**config.mk**
```make
export PLATFORM = sky130hd
export DESIGN_NAME = morse_keyer
export DESIGN_NICKNAME = d
export VERILOG_FILES = /design/src/rtl/morse_keyer.sv
export SDC_FILE = /design/constraint.sdc
export NUM_CORES = 1
export LEC_CHECK = 0
export ABC_CLOCK_PERIOD_IN_PS = 3600
export BUFFER_PORTS_ARGS = -buffer_cell sky130_fd_sc_hd__buf_4
export CORE_MARGIN = 8
export CORE_UTILIZATION = 61
export DETAILED_ROUTE_END_ITERATION = 12
export HOLD_SLACK_MARGIN = 0.05
export PLACE_DENSITY_LB_ADDON = 0.12
export SYNTH_ARGS = -nofsm -noshare
export SYNTH_HDL_FRONTEND = slang
export SYNTH_SLANG_ARGS = --single-unit
```
**constraint.sdc**
```tcl
create_clock -name clk -period 3.6 [get_ports clk]
set_clock_uncertainty 0.2 [all_clocks]
set_input_delay 0 -clock clk [delete_from_list [all_inputs] [get_ports clk]]
set_output_delay 0 -clock clk [all_outputs]
set_load 0.03 [all_outputs]
```
**src/rtl/morse_keyer.sv**
```systemverilog
// rtl/morse_keyer.sv - symbol FIFO plus unit-timed Morse key engine; optional sidetone via MORSE_KEYER_SIDETONE_EN
module morse_keyer #(
    parameter int UNIT_CYCLES = 25_000_000,
    parameter int FIFO_DEPTH  = 4,
    parameter int TONE_HALF   = 25_000
) (
    input  logic       clk,
    input  logic       rst_n,
    input  logic [2:0] sym,
    input  logic       sym_valid,
    output logic       sym_ready,
    output logic       signal,
    output logic       busy,
    output logic       err
`ifdef MORSE_KEYER_SIDETONE_EN
    ,
    output logic       tone
`endif
);

    localparam int AW = $clog2(FIFO_DEPTH);
    localparam int CW = $clog2(UNIT_CYCLES);
    localparam logic [CW-1:0] CYC_LAST = CW'(UNIT_CYCLES - 1);

    typedef enum logic [1:0] {
        ST_IDLE,
        ST_MARK,
        ST_SPACE
    } state_t;

    logic [2:0]  mem_q [FIFO_DEPTH];
    logic [AW:0] wr_ptr_q, rd_ptr_q;
    logic        empty, full, accept, push, pop;
    logic [2:0]  head, mark_units, space_units;

    state_t      state_q, state_d;
    logic [CW-1:0] cyc_q, cyc_d;
    logic [2:0]  units_q, units_d;
    logic [2:0]  space_q, space_d;
    logic        signal_q, signal_d;
    logic        err_q;

    assign empty     = (wr_ptr_q == rd_ptr_q);
    assign full      = (wr_ptr_q[AW] != rd_ptr_q[AW]) &&
                       (wr_ptr_q[AW-1:0] == rd_ptr_q[AW-1:0]);
    assign sym_ready = !full;
    assign accept    = sym_valid && sym_ready;
    assign push      = accept && (sym <= 3'd4);
    assign head      = mem_q[rd_ptr_q[AW-1:0]];

    assign signal = signal_q;
    assign err    = err_q;
    assign busy   = (state_q != ST_IDLE) || !empty;

    always_comb begin
        mark_units  = 3'd0;
        space_units = 3'd0;
        case (head)
            3'd1:    begin mark_units = 3'd1; space_units = 3'd1; end
            3'd2:    begin mark_units = 3'd3; space_units = 3'd1; end
            3'd3:    space_units = 3'd2;
            3'd4:    space_units = 3'd6;
            default: ;
        endcase
    end

    // Each timed state counts whole units; the last cycle of the last unit selects the exit.
    always_comb begin
        state_d = state_q;
        cyc_d   = cyc_q;
        units_d = units_q;
        space_d = space_q;
        pop     = 1'b0;
        case (state_q)
            ST_IDLE: begin
                if (!empty) begin
                    pop   = 1'b1;
                    cyc_d = '0;
                    if (mark_units != 3'd0) begin
                        state_d = ST_MARK;
                        units_d = mark_units;
                        space_d = space_units;
                    end else if (space_units != 3'd0) begin
                        state_d = ST_SPACE;
                        units_d = space_units;
                    end
                end
            end
            ST_MARK: begin
                if (cyc_q == CYC_LAST) begin
                    cyc_d = '0;
                    if (units_q == 3'd1) begin
                        state_d = ST_SPACE;
                        units_d = space_q;
                    end else begin
                        units_d = units_q - 3'd1;
                    end
                end else begin
                    cyc_d = cyc_q + CW'(1);
                end
            end
            ST_SPACE: begin
                if (cyc_q == CYC_LAST) begin
                    cyc_d = '0;
                    if (units_q == 3'd1) begin
                        state_d = ST_IDLE;
                    end else begin
                        units_d = units_q - 3'd1;
                    end
                end else begin
                    cyc_d = cyc_q + CW'(1);
                end
            end
            default: state_d = ST_IDLE;
        endcase
        signal_d = (state_d == ST_MARK);
    end

    always_ff @(posedge clk) begin
        if (push) begin
            mem_q[wr_ptr_q[AW-1:0]] <= sym;
        end
    end

    always_ff @(posedge clk or negedge rst_n) begin
        if (!rst_n) begin
            wr_ptr_q <= '0;
            rd_ptr_q <= '0;
            state_q  <= ST_IDLE;
            cyc_q    <= '0;
            units_q  <= 3'd0;
            space_q  <= 3'd0;
            signal_q <= 1'b0;
            err_q    <= 1'b0;
        end else begin
            if (push) begin
                wr_ptr_q <= wr_ptr_q + (AW+1)'(1);
            end
            if (pop) begin
                rd_ptr_q <= rd_ptr_q + (AW+1)'(1);
            end
            state_q  <= state_d;
            cyc_q    <= cyc_d;
            units_q  <= units_d;
            space_q  <= space_d;
            signal_q <= signal_d;
            err_q    <= accept && (sym > 3'd4);
        end
    end

`ifdef MORSE_KEYER_SIDETONE_EN
    localparam int TW = (TONE_HALF > 1) ? $clog2(TONE_HALF) : 1;
    localparam logic [TW-1:0] TONE_LAST = TW'(TONE_HALF - 1);

    logic [TW-1:0] tcnt_q;
    logic          tone_q;

    assign tone = tone_q;

    always_ff @(posedge clk or negedge rst_n) begin
        if (!rst_n) begin
            tcnt_q <= '0;
            tone_q <= 1'b0;
        end else if (!signal_q) begin
            tcnt_q <= '0;
            tone_q <= 1'b0;
        end else if (tcnt_q == TONE_LAST) begin
            tcnt_q <= '0;
            tone_q <= !tone_q;
        end else begin
            tcnt_q <= tcnt_q + TW'(1);
        end
    end
`endif

endmodule

```
# Yosys cells after proc, flatten, opt, wreduce, memory -nomap -nowiden
# Memory sizes are Yosys's and may differ from the RTL's.
# Index checks and enable logic that the tools add are counted.
[word_totals]
ff_bits = 41
ramBits = 12
input_bits = 6
out_inout_bits = 4
elab_cells = 76
n_memories = 1
[memory_table]
columns = ["memory", "words", "width", "rd", "rd_ports_with_merged_regs", "wr", "line", "rtl"]
rows = [
  ["mem_q", 4, 3, 1, 0, 1, "31", "logic [2:0] mem_q [FIFO_DEPTH];"],
]
[op_classes]
add_sub_neg = 4
magnitude_cmp = 2
eq_ne = 17
mux = 25
bitwise = 1
reduce_logical = 18
[ops]
columns = ["cell", "n"]
rows = [
  ["two-way mux 25 bit", 2],
  ["case mux 25 bit (2 select lines)", 1],
  ["adder 25 x 1 -> 25 bit (second input constant)", 1],
  ["equality test 25 bit (second input constant)", 1],
  ["two-way mux 3 bit", 7],
  ["case mux 3 bit (3 select lines)", 2],
  ["two-way mux 2 bit", 7],
  ["nonzero test 3 bit", 3],
  ["inequality test 2 bit (second input constant)", 4],
  ["adder 3 x 1 -> 3 bit (second input constant)", 2],
  ["equality test 3 x 1 -> 1 bit (second input constant)", 2],
  ["equality test 3 x 2 -> 1 bit (second input constant)", 2],
  ["case mux 2 bit (3 select lines)", 1],
  ["AND reduction 6 bit", 1],
  ["equality test 2 x 1 -> 1 bit (second input constant)", 2],
  ["logical AND 1 bit", 4],
  ["two-way mux 1 bit", 4],
  ["case mux 2 bit (2 select lines)", 1],
  ["nonzero test 2 bit", 2],
  ["OR reduction 2 bit", 2],
  ["equality test 3 bit", 1],
  ["equality test 3 bit (second input constant)", 1],
  ["greater-than comparator 3 bit (second input constant)", 1],
  ["less-or-equal comparator 3 bit (second input constant)", 1],
  ["other kinds (11)", 12],
]

# Longest topological paths before layout
# An unclocked memory read counts as a cell.
[logic_depth]
word_depth = 10
depth_mapped = 9
depth_no_buf = 8

# Least setup slack after synthesis
# No wires, ideal clock.
[synth_timing]
path_type = "reg-to-reg"
from = "register cyc_q[7]"
to = "register units_q[2]"
setup_ps = 125
t_arrival_ps = 2136
required_ps = 3275
slack_ps = 1139
path_stages_with_launch = 7
path_buffers = 0
synth_period_minus_slack_ps = 2461
path_cell_list = "dfrtp_1 -> or2_0 -> or3_4 -> nor4_4 -> o21ai_0 -> a221o_1 -> mux2_4"
[synth_via]
elab_chain_len = 3
word_cells_on_any_way = 4
classes_between = "3 x eq/ne; 1 x reduce/logical"
[synth_lines]
columns = ["element", "line", "rtl"]
rows = [
  ["from (decl)", "37", "logic [CW-1:0] cyc_q, cyc_d;"],
  ["from (signal assigned)", "143", "cyc_q <= cyc_d;"],
  ["equality test 25 bit (*)", "90, 103", ""],
  ["inequality test 2 bit (no line)", "n/a", ""],
  ["AND reduction 6 bit (no line) (*)", "n/a", ""],
  ["to (signal assigned)", "144", "units_q <= units_d;"],
  ["to (decl)", "38", "logic [2:0] units_q, units_d;"],
]
# Every way passes the cells marked *; elsewhere a longest branch is shown, timed or not.
# A chain may end at the register's enable or synchronous reset.

# Worst setup path in the final report
[layout_timing]
from = "register cyc_q[0]"
to = "register units_q[2]"
# The elaborated chain is that of the path after synthesis.

==> results.txt <==
Final setup viols - 0
Area contributors post-synth - dfrtp_1 36%, edfxtp_1 12%, ha_1 5.6%, xor2_1 3.6%, nand2_1 3.4%
Highest routing layer actually used - met4
Synth warn - 0
Syn Nets - 299
Commonest non-fill, non-tap cell in the layout - dfrtp_1
Post-Route WL - 5.36 mm
Number of diodes - 0
Die X-Extent - 84.8 microns
Slew Viols, Final - 0
Clock sinks - 53
Setup total negative slack - 0 ns
Worst slew margin - 53.6%
Clock root buffer - clkbuf_8
CTS tree - built
Synthesized instance count - 280
Final Util - 68.3%
Synthesized area - 0.00289 sq mm
Vias in the first global route - 1918
Worst Hold Class - primary input to register
I/O pin count - 10
Netlist cell types - 51
Area growth from synthesis to layout - 9.58%
Number of H-tree levels - 2
Wl on met1 - 2.71 mm
Kind of critical path - register to register
Post-DR wirelength/cell - 15.2 microns
# DRC - 0
Fillers - 337
Crit path time final - 2.64 ns
Largest net degree at the start of global routing - 42
Area of all placed cells without fillers - 0.00316 sq mm
WL met3 - 163 microns
Synthesized area per cell - 10.3 sq um
Dominant synthesized flop cell - dfrtp_1
Antenna Nets Post-Route - 0
Worst r2r src - cyc_q[0]$_DFFE_PN0P_
Worst-Skew Late Latency - 0.31 ns
DR pass1 iterations - 4
PortBufs - 9
Critical path startpoint - cyc_q[0]$_DFFE_PN0P_
HP Start - sym[0]
Post-synth EDFFs - 12
Via density - 5.82
Area leader, netlist - dfrtp_1
Fmax - 378 MHz
Met2 wire length - 2.42 mm
Post-synth ARST share - 77.4%
Antenna violations before repair - 0
Worst Setup Start Kind - register
Global route overflow - 0
Layout cells sized above 1 - 10.7%
Yosys top cell area share - 35.6%
Yosys reg bits - 53
Maxcap violations - 0
Final hold violations - 0
Starting density of the core - 62.3%
Worst Tran Pin Value - 0.694 ns
Row cnt - 25
Most frequent cells in the layout - 41 x dfrtp_1, 26 x nand2_1, 22 x nor2_1
Chip height - 84.8 microns
Place WS - 0.974 ns
Final Total Pwr - 0.00227 W
Gpl congestion - 0.812
Clock Tree Buf Depth - 2
Cts bufs inserted - 5
DP Area - 0.00300 sq mm
First-pass GRT wire length - 9.27 mm
Critical Path Fanout Max - 8
Worst path required time - 3.60 ns
Via count - 2050
Post-CTS setup buffers - 0
Die Area - 0.00719 sq mm
HPWL after detailed placement - 3.84 mm
Sequential area share after synthesis - 48.0%
Final period util - 73.4%
Setup ws final - 0.956 ns
Core Region - 0.00463 sq mm
# nets final - 316
VDD IR max - 0.000464 V
P_leak - 1.34 nW
GRT Overall Usage - 16.1%
P per Cell Area - 716 mW/mm^2
Critical Path AT - 2.65 ns
FF-to-FF setup slack - 0.96 ns
RSZ-0062 raised after global routing - false
Status - complete, no violations
Worst setup EP type - register
Clock transition at path regs - 0.09 ns
Iter 0 DRT Violations - 117
==> worst max-delay path: stages (launching register included) <==
cell and delay [ns]:
dfrtp_1 0.39, ha_1 0.21, and3_1 0.19, nand3_1 0.29, nor4_4 0.42, o21ai_0 0.13
a221o_1 0.40, mux2_4 0.31
==> state kept, by name, indices dropped and copies added, names as in the netlist <==
signal,cells
units_q,3
signal,1
cyc_q,25
rd_ptr_q,3
mem_q,12
wr_ptr_q,3
state_q,2
space_q,3
err,1
==> stage by stage <==
step                hold slack, ns  instances
finish                       0.239        352
global route                 0.243        352
CTS                          0.238        352
detailed placement          -0.189        337
global placement            -0.191        337
floorplan                   -0.496        280
==> power by group <==
part	internal, W	leakage, nW	switching, W
clock	0.000131	0.0430	0.000191
combinational	0.000474	0.645	0.000642
sequential	0.000722	0.654	0.000105
total	0.00133	1.34	0.000938
==> cell usage after synthesis, drive strengths merged (5+ instances only) <==
cell type	number
edfxtp	12
xor2	12
nand2	26
or3	5
ha	13
and2	8
nand4	5
o21ai	21
and3	8
dfrtp	41
nor2b	6
a21oi	13
nor3	6
nand3	12
nor2	22
xnor2	8
inv	9
o31ai	5
==> logic make-up (layout without fill, tap and decap cells) <==
logic type | count (synthesis) | in the layout | share of synthesized area [%]
and+or+nand+nor | 116 | 116 | 22.0
DFF | 53 | 53 | 48.0
AOI/OAI and AO/OA | 52 | 52 | 11.2
xor gates and xnor gates | 20 | 20 | 6.07
buffers and inverters | 17 | 35 | 2.38
adders and majority gates | 13 | 13 | 5.64
muxes | 9 | 9 | 4.64
==> final cells by class <==
| cell class | count | area, sq um | area share, % |
|---|---|---|---|
| Sequential cell | 53 | 1390 | 43.8 |
| Tap cell | 54 | 67.6 | 2.14 |
| Clock buffer | 5 | 68.8 | 2.18 |
| Inverter | 9 | 33.8 | 1.07 |
| Clock inverter | 3 | 12.5 | 0.396 |
| Timing Repair Buffer | 18 | 163 | 5.14 |
| Multi-Input combinational cell | 210 | 1430 | 45.2 |
==> per-layer routing <==
metal  vias up  track usage, %
li1       1034               -
met1       980            22.7
met2        30            23.3
met3         6            3.90
met4         0            5.34
met5         -               0
==> path summary, 6_finish.rpt <==
check | cells past startpoint | to
setup / recovery | 7 | units_q[2]$_DFFE_PN0P_
min in group asynchronous | 4 | units_q[0]$_DFFE_PN0P_
setup reg to reg | 7 | units_q[2]$_DFFE_PN0P_
max in group asynchronous | 4 | cyc_q[3]$_DFFE_PN0P_
hold / removal | 2 | mem_q[2][0]$_DFFE_PP_
hold reg to reg | 1 | space_q[0]$_DFFE_PN0P_
==> what timing repair did <==
| item | CTS | global route |
|---|---|---|
| resized for setup | 0 | 0 |
| hold buffers | 7 | 0 |
| hold endpoints to repair | 56 | 0 |
No activity file was read; power rests on OpenSTA's default activity.
